### config.mk
export PLATFORM = sky130hd
export DESIGN_NAME = text_lcd_responder_flat
export DESIGN_NICKNAME = d
export VERILOG_FILES = /design/src/rtl/text_lcd_responder_if.sv /design/src/rtl/text_lcd_responder.sv /design/src/flat_wrapper.sv
export SDC_FILE = /design/constraint.sdc
export NUM_CORES = 1
export LEC_CHECK = 0
export ABC_AREA = 1
export CAP_MARGIN = 20
export CORE_MARGIN = 2
export CORE_UTILIZATION = 29
export CTS_CLUSTER_DIAMETER = 30
export CTS_CLUSTER_SIZE = 25
export DETAILED_ROUTE_END_ITERATION = 16
export HOLD_SLACK_MARGIN = 0.06
export PLACE_DENSITY_LB_ADDON = 0.12
export SETUP_SLACK_MARGIN = 0.1
export SLEW_MARGIN = 20
export SYNTH_ARGS = -nofsm -noshare
export SYNTH_HDL_FRONTEND = slang
export SYNTH_SLANG_ARGS = --single-unit
### constraint.sdc
create_clock -name clk -period 4.3 [get_ports clk]
set_input_delay 0.86 -clock clk [delete_from_list [all_inputs] [get_ports clk]]
set_output_delay 0.86 -clock clk [all_outputs]
set_load 0.02 [all_outputs]
### src/rtl/text_lcd_responder_if.sv
`default_nettype none
// ============================================================================
//  Module      : text_lcd_responder_if
//  Description : HD44780-style character-LCD bus. It carries the enable
//                strobe, register select, read/write select and both data
//                directions.
//                  master - the LCD driver side (drives e/rs/rw/data_in)
//                  slave  - the responder side (drives data_out/data_oe)
//  Ports       : none (the interface is a bundle of signals)
//  Revision    : 1.0 - initial release
// ============================================================================
interface text_lcd_responder_if;
    logic       lcd_e;          // enable strobe, asynchronous to the responder clock
    logic       lcd_rs;         // 0 = instruction, 1 = data
    logic       lcd_rw;         // 0 = write, 1 = read
    logic [7:0] lcd_data_in;    // driver -> responder
    logic [7:0] lcd_data_out;   // responder -> driver
    logic       lcd_data_oe;    // responder read data valid / drive enable

    modport master (
        output lcd_e,
        output lcd_rs,
        output lcd_rw,
        output lcd_data_in,
        input  lcd_data_out,
        input  lcd_data_oe
    );

    modport slave (
        input  lcd_e,
        input  lcd_rs,
        input  lcd_rw,
        input  lcd_data_in,
        output lcd_data_out,
        output lcd_data_oe
    );
endinterface
`default_nettype wire

### src/rtl/text_lcd_responder.sv
`default_nettype none
// ============================================================================
//  Module      : text_lcd_responder
//  Description : Receiving end of an HD44780-style character-LCD bus. It
//                decodes bus transactions into a 2x16 DDRAM shadow and
//                answers busy-flag and data reads.
//  Ports       :
//    clk          - system clock
//    rst          - asynchronous, active-low reset
//    bus          - LCD bus (slave modport): e/rs/rw/data_in in,
//                   data_out/data_oe out
//    line1_data   - DDRAM 0x00-0x0F, char at address a in [127-8a -: 8]
//    line2_data   - DDRAM 0x40-0x4F, same packing
//    busy         - internal busy flag
//    ac           - address counter
//    display_on   - D bit of the last display-control command
//    overrun      - one-cycle pulse when a write is dropped because busy=1
//  Revision    : 1.0 - initial release
// ============================================================================
module text_lcd_responder #(
    parameter int BUSY_SHORT = 4,     // busy cycles after ordinary writes
    parameter int BUSY_LONG  = 160    // busy cycles after clear / return-home
) (
    input  wire logic            clk,
    input  wire logic            rst,
    text_lcd_responder_if.slave  bus,
    output logic [127:0]         line1_data,
    output logic [127:0]         line2_data,
    output logic                 busy,
    output logic [6:0]           ac,
    output logic                 display_on,
    output logic                 overrun
);

    localparam int c_BUSY_MAX = (BUSY_LONG > BUSY_SHORT) ? BUSY_LONG : BUSY_SHORT;
    // The counter only ever holds N-1, so clog2(N) bits are enough.
    localparam int c_CNT_W    = (c_BUSY_MAX > 1) ? $clog2(c_BUSY_MAX) : 1;

    localparam logic [c_CNT_W-1:0] c_SHORT_LOAD = c_CNT_W'(BUSY_SHORT - 1);
    localparam logic [c_CNT_W-1:0] c_LONG_LOAD  = c_CNT_W'(BUSY_LONG - 1);
    localparam logic [127:0]       c_BLANK      = {16{8'h20}};

    // ------------------------------------------------------------------
    // Registers
    // ------------------------------------------------------------------
    logic               r_e_s1, r_e_s2, r_e_d;
    logic               r_rs_s1, r_rs_s2;
    logic               r_rw_s1, r_rw_s2;
    logic [7:0]         r_data_s1, r_data_s2;

    logic               r_cap_rs;
    logic               r_cap_rw;
    logic [7:0]         r_cap_data;
    logic               r_act;

    logic [127:0]       r_line1;
    logic [127:0]       r_line2;
    logic [6:0]         r_ac;
    logic               r_id;
    logic               r_display_on;
    logic               r_busy;
    logic [c_CNT_W-1:0] r_cnt;
    logic               r_overrun;
    logic [7:0]         r_out;
    logic               r_oe;

    // ------------------------------------------------------------------
    // Combinational helpers
    // ------------------------------------------------------------------
    logic               w_in_l1;
    logic               w_in_l2;
    logic [6:0]         w_bit_hi;
    logic [7:0]         w_rd_char;
    logic               w_blocked;

    assign w_in_l1  = (r_ac[6:4] == 3'b000);
    assign w_in_l2  = (r_ac[6:4] == 3'b100);
    // MSB of the character slot addressed by the low nibble of ac.
    assign w_bit_hi = 7'd127 - {r_ac[3:0], 3'b000};

    always_comb begin
        w_rd_char = 8'h20;
        if (w_in_l1) begin
            w_rd_char = r_line1[w_bit_hi -: 8];
        end else if (w_in_l2) begin
            w_rd_char = r_line2[w_bit_hi -: 8];
        end
    end

    // In the last busy cycle the counter is already 0; an action landing
    // there is accepted, so the flag and a new busy period never overlap.
    assign w_blocked = r_busy && (r_cnt != '0);

    // Address counter step. Increment jumps from the end of line 1 (0x27)
    // to line 2 and from the end of line 2 (0x67) back to 0; any address in
    // the gaps also returns to 0. Decrement mirrors the two wrap points.
    function automatic logic [6:0] f_step(input logic [6:0] a, input logic inc);
        logic [6:0] nxt;
        if (inc) begin
            if (a == 7'h27) begin
                nxt = 7'h40;
            end else if (a == 7'h67) begin
                nxt = 7'h00;
            end else if (((a >= 7'h28) && (a <= 7'h3F)) || (a >= 7'h68)) begin
                nxt = 7'h00;
            end else begin
                nxt = a + 7'd1;
            end
        end else begin
            if (a == 7'h00) begin
                nxt = 7'h67;
            end else if (a == 7'h40) begin
                nxt = 7'h27;
            end else begin
                nxt = a - 7'd1;
            end
        end
        return nxt;
    endfunction

    // ------------------------------------------------------------------
    // Main sequential block
    // ------------------------------------------------------------------
    always_ff @(posedge clk or negedge rst) begin
        if (!rst) begin
            r_e_s1       <= 1'b0;
            r_e_s2       <= 1'b0;
            r_e_d        <= 1'b0;
            r_rs_s1      <= 1'b0;
            r_rs_s2      <= 1'b0;
            r_rw_s1      <= 1'b0;
            r_rw_s2      <= 1'b0;
            r_data_s1    <= 8'h00;
            r_data_s2    <= 8'h00;
            r_cap_rs     <= 1'b0;
            r_cap_rw     <= 1'b0;
            r_cap_data   <= 8'h00;
            r_act        <= 1'b0;
            r_line1      <= c_BLANK;
            r_line2      <= c_BLANK;
            r_ac         <= 7'h00;
            r_id         <= 1'b1;
            r_display_on <= 1'b0;
            r_busy       <= 1'b0;
            r_cnt        <= '0;
            r_overrun    <= 1'b0;
            r_out        <= 8'h00;
            r_oe         <= 1'b0;
        end else begin
            // Two-stage synchronisers for every bus input.
            r_e_s1    <= bus.lcd_e;
            r_e_s2    <= r_e_s1;
            r_e_d     <= r_e_s2;
            r_rs_s1   <= bus.lcd_rs;
            r_rs_s2   <= r_rs_s1;
            r_rw_s1   <= bus.lcd_rw;
            r_rw_s2   <= r_rw_s1;
            r_data_s1 <= bus.lcd_data_in;
            r_data_s2 <= r_data_s1;

            // Keep the last values seen while e was high; the falling edge
            // completes the transaction with them.
            if (r_e_s2) begin
                r_cap_rs   <= r_rs_s2;
                r_cap_rw   <= r_rw_s2;
                r_cap_data <= r_data_s2;
            end

            // Falling edge of synced e -> action in the following cycle.
            r_act <= r_e_d & ~r_e_s2;

            // Read data is presented for as long as synced e is high; the
            // output value is held afterwards.
            r_oe <= r_e_s2 & r_rw_s2;
            if (r_e_s2 && r_rw_s2) begin
                r_out <= r_rs_s2 ? w_rd_char : {r_busy, r_ac};
            end

            // Busy countdown; an accepted action below overrides it.
            if (r_busy) begin
                if (r_cnt == '0) begin
                    r_busy <= 1'b0;
                end else begin
                    r_cnt <= r_cnt - c_CNT_W'(1);
                end
            end

            r_overrun <= 1'b0;

            if (r_act) begin
                if (r_cap_rw && !r_cap_rs) begin
                    // Busy-flag read has no side effects on completion.
                end else if (w_blocked) begin
                    r_overrun <= 1'b1;
                end else if (r_cap_rw) begin
                    // Data read: only the address moves.
                    r_ac <= f_step(r_ac, r_id);
                end else if (r_cap_rs) begin
                    // Data write: store only inside the visible window.
                    if (w_in_l1) begin
                        r_line1[w_bit_hi -: 8] <= r_cap_data;
                    end else if (w_in_l2) begin
                        r_line2[w_bit_hi -: 8] <= r_cap_data;
                    end
                    r_ac   <= f_step(r_ac, r_id);
                    r_busy <= 1'b1;
                    r_cnt  <= c_SHORT_LOAD;
                end else begin
                    // Instruction write, decoded by its highest set bit.
                    casez (r_cap_data)
                        8'b1???????: begin
                            r_ac   <= r_cap_data[6:0];
                            r_busy <= 1'b1;
                            r_cnt  <= c_SHORT_LOAD;
                        end
                        8'b01??????,
                        8'b001?????: begin
                            // CGRAM address and function set have no
                            // visible effect here beyond the busy period.
                            r_busy <= 1'b1;
                            r_cnt  <= c_SHORT_LOAD;
                        end
                        8'b0001????: begin
                            // Cursor shift moves ac; display shift ignored.
                            if (!r_cap_data[3]) begin
                                r_ac <= f_step(r_ac, r_cap_data[2]);
                            end
                            r_busy <= 1'b1;
                            r_cnt  <= c_SHORT_LOAD;
                        end
                        8'b00001???: begin
                            r_display_on <= r_cap_data[2];
                            r_busy       <= 1'b1;
                            r_cnt        <= c_SHORT_LOAD;
                        end
                        8'b000001??: begin
                            r_id   <= r_cap_data[1];
                            r_busy <= 1'b1;
                            r_cnt  <= c_SHORT_LOAD;
                        end
                        8'b0000001?: begin
                            r_ac   <= 7'h00;
                            r_busy <= 1'b1;
                            r_cnt  <= c_LONG_LOAD;
                        end
                        8'b00000001: begin
                            r_line1 <= c_BLANK;
                            r_line2 <= c_BLANK;
                            r_ac    <= 7'h00;
                            r_id    <= 1'b1;
                            r_busy  <= 1'b1;
                            r_cnt   <= c_LONG_LOAD;
                        end
                        default: begin
                            // 0x00: no-op, no busy period.
                        end
                    endcase
                end
            end
        end
    end

    // ------------------------------------------------------------------
    // Outputs
    // ------------------------------------------------------------------
    assign bus.lcd_data_out = r_out;
    assign bus.lcd_data_oe  = r_oe;
    assign line1_data       = r_line1;
    assign line2_data       = r_line2;
    assign busy             = r_busy;
    assign ac               = r_ac;
    assign display_on       = r_display_on;
    assign overrun          = r_overrun;

endmodule
`default_nettype wire

### src/flat_wrapper.sv
// flat-port wrapper written by rule: the top's interface ports become plain ports
module text_lcd_responder_flat 
#(
    parameter int BUSY_SHORT = 4,                                         
    parameter int BUSY_LONG  = 160                                            
)
  (clk, rst, line1_data, line2_data, busy, ac, display_on, overrun, bus_lcd_e, bus_lcd_rs, bus_lcd_rw, bus_lcd_data_in, bus_lcd_data_out, bus_lcd_data_oe);
  text_lcd_responder_if bus_i ();
  input  wire logic clk;
  input  wire logic rst;
  output logic [127:0] line1_data;
  output logic [127:0] line2_data;
  output logic busy;
  output logic [6:0] ac;
  output logic display_on;
  output logic overrun;
  input wire logic [$bits(bus_i.lcd_e)-1:0] bus_lcd_e;
  input wire logic [$bits(bus_i.lcd_rs)-1:0] bus_lcd_rs;
  input wire logic [$bits(bus_i.lcd_rw)-1:0] bus_lcd_rw;
  input wire logic [$bits(bus_i.lcd_data_in)-1:0] bus_lcd_data_in;
  output wire logic [$bits(bus_i.lcd_data_out)-1:0] bus_lcd_data_out;
  output wire logic [$bits(bus_i.lcd_data_oe)-1:0] bus_lcd_data_oe;
  assign bus_i.lcd_e = bus_lcd_e;
  assign bus_i.lcd_rs = bus_lcd_rs;
  assign bus_i.lcd_rw = bus_lcd_rw;
  assign bus_i.lcd_data_in = bus_lcd_data_in;
  assign bus_lcd_data_out = bus_i.lcd_data_out;
  assign bus_lcd_data_oe = bus_i.lcd_data_oe;
  text_lcd_responder #(.BUSY_SHORT(BUSY_SHORT), .BUSY_LONG(BUSY_LONG)) u_core (.clk(clk), .rst(rst), .bus(bus_i), .line1_data(line1_data), .line2_data(line2_data), .busy(busy), .ac(ac), .display_on(display_on), .overrun(overrun));
endmodule
After elaboration in Yosys (flattened, before gate mapping) --
Index checks and enable logic that the tools add are counted.
Storage, ports and cells: register bits after elaboration 318, input bits 13, output and inout bits 275, logic and storage cells 120
Operators by class: add/subtract/negate cells 5, magnitude comparators 3, equality and inequality tests 15, shift-type cells 4, multiplexer cells 42, bitwise operators 7, reduce and logical (&&, ||, !) cells 21
Operators by type and width (count):
- 2-to-1 mux 128 bit | 6
- variable part select 135 x 8 -> 8 bit | 2
- bitwise mux 128 bit | 2
- variable shift 8 x 9 -> 135 bit (first input constant) | 1
- variable part select 8 x 9 -> 135 bit | 1
- 2-to-1 mux 8 bit | 10
- 2-to-1 mux 7 bit | 10
- one-hot mux 7 bit (3 select lines) | 1
- AND reduction 6 bit | 3
- one-hot mux 8 bit (2 select lines) | 1
- equality test 7 bit (second input constant) | 2
- 2-to-1 mux 1 bit | 11
- negator 7 -> 9 bit | 1
- equality test 8 x 1 -> 1 bit (second input constant) | 1
- logical NOT 8 bit | 1
- nonzero test 8 bit | 1
- OR reduction 8 bit | 1
- subtractor 8 x 1 -> 8 bit (second input constant) | 1
- adder 7 x 1 -> 7 bit (second input constant) | 1
- equality test 7 x 1 -> 1 bit (second input constant) | 1
- equality test 7 x 6 -> 1 bit (second input constant) | 1
- greater-or-equal comparator 7 x 6 -> 1 bit (second input constant) | 1
- greater-or-equal comparator 7 bit (second input constant) | 1
- <= comparator 7 x 6 -> 1 bit (second input constant) | 1
- 24 further kinds | 35

Longest topological paths before layout --
depth after elaboration 11, gate-level depth with buffers 18, gate-level depth less buffers 14

Worst setup path before layout --
OpenSTA, ideal clock, no wires.
path kind flip-flop to flip-flop, from reg u_core.r_ac[0] (netlist: u_core.ac[0]), to reg u_core.r_ac[6] (netlist: u_core.ac[6]), library setup time 0.117 ns, arrival 2.291 ns, data required time 4.183 ns, path slack 1.892 ns, cell stages (with the launch flop) 18, path buffers 4, clock period less this slack 2.408 ns, path through dfrtp_1 buf_2 inv_2 buf_2 buf_4 buf_2 ha_1 inv_1 nor2_4 nand2_1 nand3_1 nand3_1 nand2_1 inv_1 nand2_1 nand2_1 nand2_1 nand2_1
Between the ends: word-level cells in the longest chain between the ends 11, elaborated cells between the ends (all ways) 22, those cells by class add/sub: 2; order compare: 3; eq/ne: 3; mux: 11; reduce/logical: 3
Ends and longest elaborated chain:
- start: declaration | line text_lcd_responder.sv:58 | logic [6:0] r_ac;
- start signal: assignment | line text_lcd_responder.sv:197 | r_ac <= f_step(r_ac, r_id);
- start signal: assignment | line text_lcd_responder.sv:205 | r_ac <= f_step(r_ac, r_id);
- start signal: assignment | line text_lcd_responder.sv:212 | r_ac <= r_cap_data[6:0];
- greater-or-equal comparator 7 x 6 -> 1 bit or <= comparator 7 x 6 -> 1 bit (tied branches) | line text_lcd_responder.sv:104 | end else if (((a >= 7'h28) && (a <= 7'h3F)) || (a >= 7'h68)) begin
- logical AND 1 bit | line text_lcd_responder.sv:104
- logical OR 1 bit | line text_lcd_responder.sv:104
- 2-to-1 mux 7 bit | line text_lcd_responder.sv:104
- 2-to-1 mux 7 bit | line text_lcd_responder.sv:102 | end else if (a == 7'h67) begin
- 2-to-1 mux 7 bit | line text_lcd_responder.sv:100 | if (a == 7'h27) begin
- 2-to-1 mux 7 bit | line text_lcd_responder.sv:99 | if (inc) begin
- 2-to-1 mux 7 bit | line text_lcd_responder.sv:225 | if (!r_cap_data[3]) begin
- one-hot mux 7 bit (3 select lines) | line text_lcd_responder.sv:210 | casez (r_cap_data)
- 2-to-1 mux 7 bit | line text_lcd_responder.sv:198 | end else if (r_cap_rs) begin
- 2-to-1 mux 7 bit (*) | line text_lcd_responder.sv:195 | end else if (r_cap_rw) begin
Every way passes the cells marked *; elsewhere a longest branch is shown, timed or not. The select of a mux whose other input is x is not followed. A chain may end at the register's enable or synchronous reset.

Worst setup path after layout --
from reg u_core.r_cap_rs, to reg u_core.r_line1[60] (netlist: u_core.line1_data[60])
Between the ends: word-level cells in the longest chain between the ends 4, elaborated cells between the ends (all ways) 7, those cells by class eq/ne: 1; mux: 1; bitwise: 1; reduce/logical: 4
Ends and longest elaborated chain:
- start: declaration | line text_lcd_responder.sv:51 | logic r_cap_rs;
- start signal: assignment | line text_lcd_responder.sv:164 | r_cap_rs <= r_rs_s2;
- logical NOT 1 bit | line text_lcd_responder.sv:191 | if (r_cap_rw && !r_cap_rs) begin
- logical AND 1 bit | line text_lcd_responder.sv:191
- inverter 1 bit (no source line)
- AND reduction 6 bit (no source line)
- end signal: assignment | line text_lcd_responder.sv:139 | r_line1 <= c_BLANK;
- end signal: indexed assignment | line text_lcd_responder.sv:201 | r_line1[w_bit_hi -: 8] <= r_cap_data;
- end signal: assignment | line text_lcd_responder.sv:247 | r_line1 <= c_BLANK;
- end: declaration | line text_lcd_responder.sv:56 | logic [127:0] r_line1;
Several ways; a longest one is shown, not always the timed one.

==> results by stage <==
Floorplanning:
- For this configuration, the core starts out at a cell density of 0.293.
- The horizontal extent of the die is 243 um.
- The core area is 0.0564 mm^2.
- around 290 I/O pins were placed.
- From bottom edge to top edge, the die measures 243 um.
- The die covers roughly 0.06 mm^2.
- The count of standard-cell rows is 87.

Timing:
- Based on the critical path, the design can be clocked at up to between 200 and 300 MHz.
- Setup repair after global routing left no endpoint under its margin.
- The slew at the pin closest to its max-slew limit is about 1.3 ns.
- The count of final hold-check violations is 0.
- The number of setup violations in the final report is 0.
- The post-route fraction of the period consumed by the critical path is 0.790.
- The remaining max-slew budget at the tightest pin is 0.152.
- The clock period could shrink to between 3 and 4 ns.
- On the final layout, the worst clock skew is roughly 0.024 ns.
- The total count of max-transition violations in the final report is 0.
- The setup total negative slack is 0 ns.

GRT:
- The first-pass GRT wire length is roughly 120,000 um.
- The overall routing resource usage is 0.273.
- The largest net degree at the start of global routing is 96.
- The number of antenna violations at the first check in global routing is 4.
- The via count of the first global-routing pass is between 15,000 and 20,000.
- For this run the aggregate overflow at the end of global routing stands at 0.

Clock tree:
- The number of setup buffers added after CTS is 0.
- The count of hold-fix buffers inserted at cts is 0.
- The number of clock buffers added by TritonCTS is 89.
- Clock-pin slew was measured on the worst setup and hold paths at around 0.050 ns.
- After clock tree synthesis, the repair step resized 0 gates.
- The CTS root buffer is sky130_fd_sc_hd__clkbuf_16.
- The source-to-sink clock delay at the later pin of the worst-skew pair is 0.63 ns.
- The H-tree was split into 3 levels.
- Clock tree synthesis found a total of 318 sinks.
- The maximum buffer depth of the clock tree is 3.
- TritonCTS built the clock tree.

Detailed routing:
- The via count is between 15,000 and 20,000.
- The number of antenna-violating nets in the routed design is 0.
- The routed design has between 80,000 and 90,000 um of wire.
- The via density per instance is ~5.1.
- The first detailed-routing pass took 6 iterations.
- The post-detailed-route DRC marker count is 0.
- Dividing the detail-routed wire length by the instance count gives 24.0 um.
- The number of DRC violations after detailed-routing iteration 0 is 1,902.

Yosys:
- The most common cell in the synthesized netlist is sky130_fd_sc_hd__nand2_1.
- The share of async-settable or async-resettable flops after synthesis is 1.00.
- The combined area of all synthesized cells is 0.0165 mm^2.
- Among all flip-flop cells after synthesis, the most frequent one is sky130_fd_sc_hd__dfrtp_1.
- The area share of the largest cell type after synthesis is 0.432.
- The total of flip-flops plus latches after synthesis is about 320.
- Summed over all instances, the cell type with the most area after synthesis is sky130_fd_sc_hd__dfrtp_1.
- By count the netlist is led by sky130_fd_sc_hd__nand2_1, sky130_fd_sc_hd__dfrtp_1, sky130_fd_sc_hd__o21ai_1, sky130_fd_sc_hd__inv_1, sky130_fd_sc_hd__o21ai_0.
- For this run, the register share of the synthesized area comes to 0.484.
- The net count after synthesis is between 2,000 and 2,500.
- Averaged over all synthesized cells, the footprint is 7.40 um^2.
- In this run, synthesis inferred 0 flip-flops with an integrated enable.
- The count of cell types in the netlist is 36.
- Ranked by total cell area, the synthesized netlist is headed by sky130_fd_sc_hd__dfrtp_1, sky130_fd_sc_hd__nand2_1, sky130_fd_sc_hd__o21ai_1, sky130_fd_sc_hd__dfstp_2, sky130_fd_sc_hd__o21ai_0.
- Yosys printed 0 warnings.
- The instance count of the mapped netlist is 2,232.

Place:
- Input and output buffers added on the ports amount to 287.
- The HPWL after detailed placement is 60,100 um.
- Routability-driven placement finished with a final weighted congestion of 0.957.

Min path:
- The tightest min-delay check is of the in -> async type.

Critical path:
- The worst setup path is captured at a flip-flop.
- The worst setup path is of the reg -> reg kind.
- The critical path goes through inv_2, nand4_4, o21ai_4, nand2_4, buf_4, o21ai_1.
- The kind of start point of the critical path is a flip-flop.
- At the worst endpoint, the arrival time is around 3.9 ns.
- In this run the worst path has a maximum fanout of 63.
- The endpoint required time on the critical path is between 4 and 5 ns.
- Grouping stages by cell kind, the critical path spends the most delay in flip-flops.
- For this run, the slowest stage of the critical path takes between 1 and 1.5 ns.
- The number of buffers and inverters on the critical path is 2.
- The critical path's slowest cell is sky130_fd_sc_hd__dfrtp_1.

Outcome:
- The run finished with clean final reports.

Pwr:
- Across the VDD grid, the largest voltage drop is between 0.3 and 0.4 mV.
- The overall power of the completed layout is 15.0 mW.
- For this design the static power due to leakage is slightly above 10 nW.
- The areal power density over the cells is around 640 mW/mm^2.

Final layout:
- The layout overhead on the synthesized area is 41.7%.
- In the final layout, the share of cells above drive strength 1 is 0.109.
- The final layout contains roughly 2,600 nets.
- The filler cells instantiated in the layout total around 5,800.

Job:
- The number of max-cap violations is 0.
stage by stage:
step | setup slack [ns] | utilization | instance area (um^2) | std cells | hold slack, ns
after global routing | 0.808 | 0.415 | 23400 | 3381 | 0.331
after floorplan | 1.89 | - | 16500 | 2232 | 0.331
after CTS | 1.03 | 0.415 | 23400 | 3381 | 0.317
final | 0.903 | 0.415 | 23400 | 3382 | 0.286
after detailed placement | 1.06 | 0.357 | 20100 | 3216 | 0.335
after global placement | 1.10 | 0.357 | 20100 | 3216 | 0.332
flip-flops by register name (all words and copies together) (netlist names), 7 cells and up:
| register | count |
|---|---|
| u_core.line1_data | 128 |
| u_core.line2_data | 128 |
| u_core.bus.lcd_data_out | 8 |
| u_core.r_cap_data | 8 |
| u_core.r_cnt | 8 |
| u_core.r_data_s1 | 8 |
| u_core.r_data_s2 | 8 |
| u_core.ac | 7 |
layout make-up:
class                      instances  area [um^2]  area share
inverter                         204          772      0.0330
clock inverter                    35          591      0.0252
multi-input combinational       1619         7240       0.309
sequential                       318         8000       0.342
antenna                            1         2.50    0.000107
timing repair buffer             319         3180       0.136
clock buffer                     130         2680       0.115
tap                              756          946      0.0404
cells in the final DEF, fill, tap and decap left out, types with 26 or more instances in the layout:
cell type                           n
sky130_fd_sc_hd__inv_1            190
sky130_fd_sc_hd__nand2_1          935
sky130_fd_sc_hd__clkbuf_8          26
sky130_fd_sc_hd__clkbuf_16         91
sky130_fd_sc_hd__nor2_1           105
sky130_fd_sc_hd__nand3_2           28
sky130_fd_sc_hd__buf_4             27
sky130_fd_sc_hd__dfrtp_1          283
sky130_fd_sc_hd__dfstp_2           33
sky130_fd_sc_hd__o21ai_0          151
sky130_fd_sc_hd__nand3_1          119
sky130_fd_sc_hd__a21oi_1           27
sky130_fd_sc_hd__o21ai_1          191
sky130_fd_sc_hd__clkdlybuf4s50_1  286
final timing paths:
| kind | endpoint | from | slack (ns) | depth (start not counted) |
|---|---|---|---|---|
| max | u_core.line1_data[60]$_DFFE_PN0P_ | u_core.r_cap_rs$_DFFE_PN0P_ | 0.90 | 6 |
| min | u_core.line2_data[86]$_DFFE_PN0P_ | rst | 0.29 | 1 |
| max reg2reg | u_core.line1_data[60]$_DFFE_PN0P_ | u_core.r_cap_rs$_DFFE_PN0P_ | 0.90 | 6 |
| min reg2reg | u_core.r_data_s2[5]$_DFF_PN0_ | u_core.r_data_s1[5]$_DFF_PN0_ | 0.34 | 0 |
| max in group asynchronous | u_core.line2_data[117]$_DFFE_PN1P_ | rst | 3.05 | 2 |
| min in group clk | u_core.r_data_s2[5]$_DFF_PN0_ | u_core.r_data_s1[5]$_DFF_PN0_ | 0.34 | 0 |
kinds of logic (layout without fill, tap and decap cells):
family / Yosys count / after routing / share of synthesized area
buffers and inverters: 295 / 688 / 0.0790
AO/OA/AOI/OAI: 379 / 379 / 0.117
adder cells (fa/ha/maj): 9 / 9 / 0.00682
other: 0 / 1 / 0
flip-flops: 318 / 318 / 0.484
AND/OR/NAND/NOR: 1227 / 1227 / 0.311
XOR/XNOR: 4 / 4 / 0.00212
power breakdown:
part           internal (mW)  switching, mW  total [mW]
Clock                   5.17           1.99        7.16
Sequential              3.30          0.468        3.77
Combinational           1.16           2.96        4.12
Total                   9.63           5.41        15.0
routing by layer:
layer  GRT usage  vias up  share of wire
met5           0        -        0.00017
met1       0.374     8436           0.43
li1            -     7770              -
met3      0.0730      163          0.088
met2       0.407      847           0.44
met4       0.115        4          0.041
No activity file was read; power rests on OpenSTA's default activity.
